<file path="src/rtl/imem_loader.sv">
// imem_loader: fills the byte-wide, big-endian instruction memory from a
// 32-bit word stream. Each accepted word becomes four consecutive byte
// writes, most significant byte at the lowest address.
//
// state     | meaning
// ----------+----------------------------------------------------------
// IDLE      | waiting for start; start with word_count = 0 goes to DONE
// WAIT_WORD | in_ready high, waiting for an in_valid handshake
// WRITE     | one byte write per cycle, four cycles per word
// DONE      | one-cycle done pulse, then back to IDLE
module imem_loader #(
  parameter int ADDR_W = 12,
  parameter int CNT_W  = 11
) (
  input  logic              clk,
  input  logic              reset,
  input  logic              start,
  input  logic [ADDR_W-1:0] base_addr,
  input  logic [CNT_W-1:0]  word_count,
  input  logic              in_valid,
  input  logic [31:0]       in_data,
  output logic              in_ready,
  output logic              mem_we,
  output logic [ADDR_W-1:0] mem_addr,
  output logic [7:0]        mem_wdata,
  output logic              busy,
  output logic              done,
  output logic              wrapped
);

  typedef enum logic [1:0] {
    IDLE      = 2'd0,
    WAIT_WORD = 2'd1,
    WRITE     = 2'd2,
    DONE      = 2'd3
  } state_e;

  state_e              state_q, state_d;
  logic [ADDR_W-1:0]   ptr_q, ptr_d;
  logic [CNT_W-1:0]    remaining_q, remaining_d;
  logic [31:0]         shift_q, shift_d;
  logic [1:0]          byte_idx_q, byte_idx_d;
  logic                wrapped_q, wrapped_d;
  logic                in_ready_q, in_ready_d;
  logic                mem_we_q, mem_we_d;
  logic                busy_q, busy_d;
  logic                done_q, done_d;

  // Next-state, datapath updates and registered status outputs.
  always_comb begin
    state_d     = state_q;
    ptr_d       = ptr_q;
    remaining_d = remaining_q;
    shift_d     = shift_q;
    byte_idx_d  = byte_idx_q;
    wrapped_d   = wrapped_q;

    case (state_q)
      IDLE: begin
        if (start) begin
          // A zero-length start still counts as accepted, so it clears wrapped too.
          wrapped_d = 1'b0;
          if (word_count != '0) begin
            state_d     = WAIT_WORD;
            ptr_d       = base_addr;
            remaining_d = word_count;
          end else begin
            state_d = DONE;
          end
        end
      end
      WAIT_WORD: begin
        if (in_valid) begin
          shift_d    = in_data;
          byte_idx_d = 2'd0;
          state_d    = WRITE;
        end
      end
      WRITE: begin
        shift_d    = shift_q << 8;
        ptr_d      = ptr_q + ADDR_W'(1);
        byte_idx_d = byte_idx_q + 2'd1;
        if (ptr_q == '1) begin
          wrapped_d = 1'b1;
        end
        if (byte_idx_q == 2'd3) begin
          remaining_d = remaining_q - CNT_W'(1);
          state_d     = (remaining_q == CNT_W'(1)) ? DONE : WAIT_WORD;
        end
      end
      DONE: begin
        state_d = IDLE;
      end
      default: begin
        state_d = IDLE;
      end
    endcase

    // Status outputs are registered copies of the next-state decode so they
    // line up with the state register without a combinational output path.
    in_ready_d = (state_d == WAIT_WORD);
    mem_we_d   = (state_d == WRITE);
    busy_d     = (state_d != IDLE);
    done_d     = (state_d == DONE);
  end

  // State and datapath registers; reset aborts any load in progress.
  always_ff @(posedge clk or negedge reset) begin
    if (!reset) begin
      state_q     <= IDLE;
      ptr_q       <= '0;
      remaining_q <= '0;
      shift_q     <= '0;
      byte_idx_q  <= '0;
      wrapped_q   <= 1'b0;
      in_ready_q  <= 1'b0;
      mem_we_q    <= 1'b0;
      busy_q      <= 1'b0;
      done_q      <= 1'b0;
    end else begin
      state_q     <= state_d;
      ptr_q       <= ptr_d;
      remaining_q <= remaining_d;
      shift_q     <= shift_d;
      byte_idx_q  <= byte_idx_d;
      wrapped_q   <= wrapped_d;
      in_ready_q  <= in_ready_d;
      mem_we_q    <= mem_we_d;
      busy_q      <= busy_d;
      done_q      <= done_d;
    end
  end

  assign in_ready  = in_ready_q;
  assign mem_we    = mem_we_q;
  assign mem_addr  = ptr_q;
  assign mem_wdata = shift_q[31:24];
  assign busy      = busy_q;
  assign done      = done_q;
  assign wrapped   = wrapped_q;

endmodule

</file>
<file path="config.mk">
export PLATFORM = sky130hd
export DESIGN_NAME = imem_loader
export DESIGN_NICKNAME = d
export VERILOG_FILES = /design/src/rtl/imem_loader.sv
export SDC_FILE = /design/constraint.sdc
export NUM_CORES = 1
export LEC_CHECK = 0
export BUFFER_PORTS_ARGS = -buffer_cell sky130_fd_sc_hd__buf_2
export CAP_MARGIN = 5
export CORE_MARGIN = 3
export CORE_UTILIZATION = 53
export DETAILED_ROUTE_END_ITERATION = 16
export PLACE_DENSITY = 0.78
export REMOVE_ABC_BUFFERS = 1
export SYNTH_ARGS = -nofsm -noshare
export SYNTH_HDL_FRONTEND = slang
export SYNTH_SLANG_ARGS = --single-unit
</file>
<file path="constraint.sdc">
create_clock -name clk -period 1.8 [get_ports clk]
set_input_delay 0.36 -clock clk [delete_from_list [all_inputs] [get_ports clk]]
set_output_delay 0.36 -clock clk [all_outputs]
set_load 0.01 [all_outputs]
</file>
-- Yosys cells after proc, flatten, opt, wreduce, memory -nomap -nowiden
Cells that the tools add are included.
- flip-flop bits (word level): 64
- input port bits: 59
- output and inout bits: 25
- logic and storage cells: 56
- add/sub/neg operators: 3
- equal/unequal tests: 14
- muxes and demuxes: 20
- reduce and logical (&&, ||, !) cells: 9
- operators by type and width (cell ; count):
    case mux 32 bit (2 select lines) ; 1
    two-way mux 11 bit ; 3
    two-way mux 32 bit ; 1
    two-way mux 12 bit ; 2
    case mux 12 bit (2 select lines) ; 1
    case mux 11 bit (2 select lines) ; 1
    adder 12 x 1 -> 12 bit (second input constant) ; 1
    == test 12 bit (second input constant) ; 1
    two-way mux 2 bit ; 6
    == test 11 x 1 -> 1 bit (second input constant) ; 1
    nonzero test 11 bit ; 1
    subtractor 11 x 1 -> 11 bit (second input constant) ; 1
    == test 2 bit (second input constant) ; 5
    inequality test 2 bit (second input constant) ; 5
    case mux 2 bit (4 select lines) ; 1
    AND reduction 3 bit ; 2
    nonzero test 2 bit ; 3
    == test 2 x 1 -> 1 bit (second input constant) ; 2
    case mux 2 bit (2 select lines) ; 1
    AND reduction 4 bit ; 1
    adder 2 x 1 -> 2 bit (second input constant) ; 1
    logical NOT 2 bit ; 1
    two-way mux 1 bit ; 2
    case mux 1 bit (2 select lines) ; 1
    AND reduction 2 bit ; 1

-- Longest topological paths before layout
- depth in word-level cells: 5
- mapped depth: 7
- mapped depth without buffers: 6

-- Worst setup path before layout
OpenSTA, ideal clock, no wires.
- kind: flip-flop to flip-flop
- from: register remaining_q[4]
- to: register in_ready_q (netlist: in_ready)
- library setup time: 119 ps
- arrival time: 1490 ps
- data required time: 1681 ps
- slack: 191 ps
- stages on the path, launching flop included: 5
- buffers on the path: 0
- clock period less this slack: 1609 ps
- cells stage by stage: dfrtp_1 or4_4 o41ai_4 a221oi_2 and2_1
- cells in the longest elaborated chain, start to end: 5
- ends and longest elaborated chain (item ; RTL line ; text):
    start, declared ; 40 ; logic [CNT_W-1:0] remaining_q, remaining_d;
    start signal, assigned ; 123 ; remaining_q <= remaining_d;
    == test 11 x 1 -> 1 bit ; 88 ; state_d = (remaining_q == CNT_W'(1)) ? DONE : WAIT_WORD;
    two-way mux 2 bit ; 88 ;
    two-way mux 2 bit ; 86 ; if (byte_idx_q == 2'd3) begin
    case mux 2 bit (4 select lines) ; 58 ; case (state_q)
    == test 2 x 1 -> 1 bit ; 101 ; in_ready_d = (state_d == WAIT_WORD);
    named net in_ready_d ; 44 ; logic in_ready_q, in_ready_d;
    end signal, assigned ; 127 ; in_ready_q <= in_ready_d;
    end, declared ; 44 ;
The timed path passes the listed nets, and every way through them passes these cells.
A chain may end at the register's enable or synchronous reset.

-- Worst setup path after layout
- from: register remaining_q[0]
- to: register remaining_q[9]
- cells in the longest elaborated chain, start to end: 3
- ends and longest elaborated chain (item ; RTL line ; text):
    subtractor 11 x 1 -> 11 bit ; 87 ; remaining_d = remaining_q - CNT_W'(1);
    two-way mux 11 bit ; 86 ;
    case mux 11 bit (2 select lines) ; 58 ;
Every way passes these cells. The select of a mux whose other input is x is not followed.

==> results.py <==
metrics = {
    "logic_synthesis": {
        "ys_ff_latch": 64,
        "ys_seq_area_frac": 0.473,
        "async_flop_share": 1.00,
        "synth_top_area_cell": "dfrtp_1",
        "yosysWarnings": 0,
        "yosys.area.top_type_share": 0.473,
        "synth_edf_count": 0,
        "synth_area_um2": 3380,
        "avgSynthCellArea_um2": 8.61,
        "synth_ff_type": "dfrtp_1",
        "synth_area_leaders": "dfrtp_1 (47%), nand2_1 (9.9%), a31oi_1 (7.8%)",
        "synth_cell_types": 48,
        "synth_cells": 393,
    },
    "routing": {
        "drt-pass1-iter-count": 5,
        "drt_iter0_markers": 163,
        "ant_nets": 0,
        "vias_per_cell": 5.77,
        "drc": 0,
        "vias": 3163,
        "totalWireLength_mm": 8.05,
        "wl_per_cell_um": 14.7,
    },
    "place": {
        "dp_hpwl_mm": 5.51,
        "dp_slack_ns": -0.0914,
        "post_dp_cell_area_um2": 3900,
        "portBuffers": 83,
        "place.gp.congestion": 0.838,
    },
    "timing": {
        "hold_violations": 0,
        "tightest_slew_ns": 0.492,
        "finClkSkew_ns": 0.00974,
        "max_freq_mhz": 589,
        "slew_headroom": 0.672,
        "slew_viol_final": 0,
        "setup_viol": 0,
        "setup_slack_ns": 0.103,
        "period_needed_ns": 1.70,
        "rsz0062_at_grt": "no",
        "tns_ns": 0,
        "fin_crit_sh": 0.943,
    },
    "global_route": {
        "grt_max_degree": 65,
        "grt_pass1_wl_mm": 13.6,
        "grt_pass1_vias": 3034,
        "antenna_found_initial": 0,
        "grt_remaining_overflow": 0,
        "grt_usage": 0.232,
    },
    "clock_network": {
        "htreeDepth": 3,
        "insertion_delay_ns": 0.34,
        "root_buffer": "clkbuf_8",
        "cts_tree": "done",
        "max-clock-path-buffers": 2,
        "cts.sinks": 64,
        "clk_pin_slew_ns": 0.08,
        "cts_buffers": 9,
        "cts_hold_buf": 0,
        "cts_setup_buffers": 0,
        "cts_resized": 0,
    },
    "worst_setup_path": {
        "cp-end-kind": "flip-flop",
        "critPathRequiredTime_ns": 2.03,
        "worst-path-max-fanout": 5,
        "arrival_ns": 1.93,
        "crit_path_start_kind": "flip-flop",
        "path_class": "flip-flop to flip-flop",
        "r2r_cells": 4,
        "r2r-end": "remaining_q[9]",
        "r2r_slack_ns": 0.10,
        "rr_startpoint": "remaining_q[0]",
        "startpoint": "remaining_q[0]",
    },
    "floorplan": {
        "core_um2": 6060,
        "num_io_pins": 84,
        "start_util": 0.558,
        "die_h_um": 85.9,
        "dieArea_um2": 7380,
        "die_x_um": 85.9,
        "row_count": 28,
    },
    "finish": {
        "fin_area_um2": 4060,
        "n_antenna_cell": 0,
        "area_growth_pct": 20.0,
        "final_nets": 532,
        "drive_above_1_share": 0.275,
    },
    "worst_hold_path": {
        "hold_path_class": "input port to async pin",
    },
    "power": {
        "leakagePower_nw": 1.89,
        "ir_drop_v": 0.000960,
        "powerDensity_nw_per_um2": 1710,
    },
    "job": {
        "drv_cap": 0,
    },
    "run_status": {
        "status": "completed",
    },
}
==> how the worst max path moves through the flow <==
stage	endpoint	slack (ns)	cells past startpoint
final	remaining_q[9]	0.10	4
after global routing	mem_addr[8]	0.002	5
after CTS	in_ready	0.10	4
after detailed placement	mem_addr[0]	-0.09	7
after global placement	mem_addr[0]	-0.02	7
after floorplan	mem_addr[7]	-0.86	4
==> layout by cell type, fill, tap and decap left out, types with 2 or more instances in the layout <==
cell / n
o22ai_1: 6
a21oi_1: 12
a22oi_1: 5
buf_4: 15
buf_2: 83
nor2_1: 34
a41o_1: 2
o41ai_1: 4
o211ai_1: 3
and3_1: 2
clkinv_2: 3
nand2_1: 89
nand3_1: 21
clkinvlp_4: 3
dfrtp_1: 64
buf_12: 3
a21o_1: 2
nor3_1: 4
nor4_1: 2
and4_1: 2
or4_4: 3
nand2b_1: 2
clkbuf_8: 9
and2_1: 2
o2bb2ai_1: 5
ha_1: 4
a31oi_1: 42
o31ai_1: 4
o21ai_1: 5
o21ai_0: 9
inv_1: 8
==> final cells by class <==
cell class / instances / area (µm²)
well taps: 75 / 93.8
clock inverters: 6 / 37.5
multi-input cells: 285 / 1590
inverters: 8 / 30.0
repair buffers: 101 / 588
clock buffers: 9 / 124
flip-flops and latches: 64 / 1600
fillers: 519 / 2000
==> power by group <==
| group | switching, mW | internal (mW) |
|---|---|---|
| combinational | 1.88 | 1.35 |
| clock | 0.576 | 0.483 |
| sequential | 0.534 | 2.14 |
==> per-stage QoR <==
| step | power [mW] | hold WS [ns] | std cells | util |
|---|---|---|---|---|
| after floorplan | 4.73 | 0.0644 | 357 | - |
| after global placement | 5.79 | 0.400 | 533 | 0.643 |
| after detailed placement | 5.91 | 0.402 | 533 | 0.643 |
| after CTS | 7.00 | 0.0230 | 548 | 0.670 |
| after global routing | 7.57 | 0.0430 | 548 | 0.670 |
| final | 6.96 | 0.0124 | 548 | 0.670 |
==> critical path, stage by stage, from the launching register on <==
cell,delay [ns]
dfrtp_1,0.41
or4_4,0.58
nor4b_2,0.31
o211ai_1,0.12
o2bb2ai_1,0.15
==> logic make-up (layout without fill, tap and decap cells) <==
family,after synthesis,count (layout),synth area share
flops,64,64,0.473
fa+ha+maj,4,4,0.0148
buf+inv,44,124,0.0621
compound gates,107,107,0.216
simple gates,172,172,0.228
mux,2,2,0.00628
==> routing by layer <==
layer	track usage	vias up	wire, µm
met3	0.0653	10	548
met4	0.0964	0	83
met1	0.307	1491	3570
met5	0	-	0
met2	0.357	107	3840
li1	-	1555	-
==> synthesized netlist by cell type, drive strengths merged (3+ instances only) <==
cell type  count
dfrtp         64
nand2         89
o21ai         14
nand2b         3
clkbuf        15
a22oi          5
o211ai         3
or4            4
a31oi         42
o31ai          4
nor2          35
nand3         21
inv            8
ha             4
nor3           5
o2bb2ai        5
a21oi         12
buf           21
o22ai          6
o41ai          5
==> flip-flops by register name (all words and copies together), names as in the netlist <==
register	count
byte_idx_q	2
state_q	2
busy	1
done	1
in_ready	1
shift_q	32
remaining_q	11
mem_addr	12
wrapped	1
mem_we	1
Power figures use the tool's default switching activity.
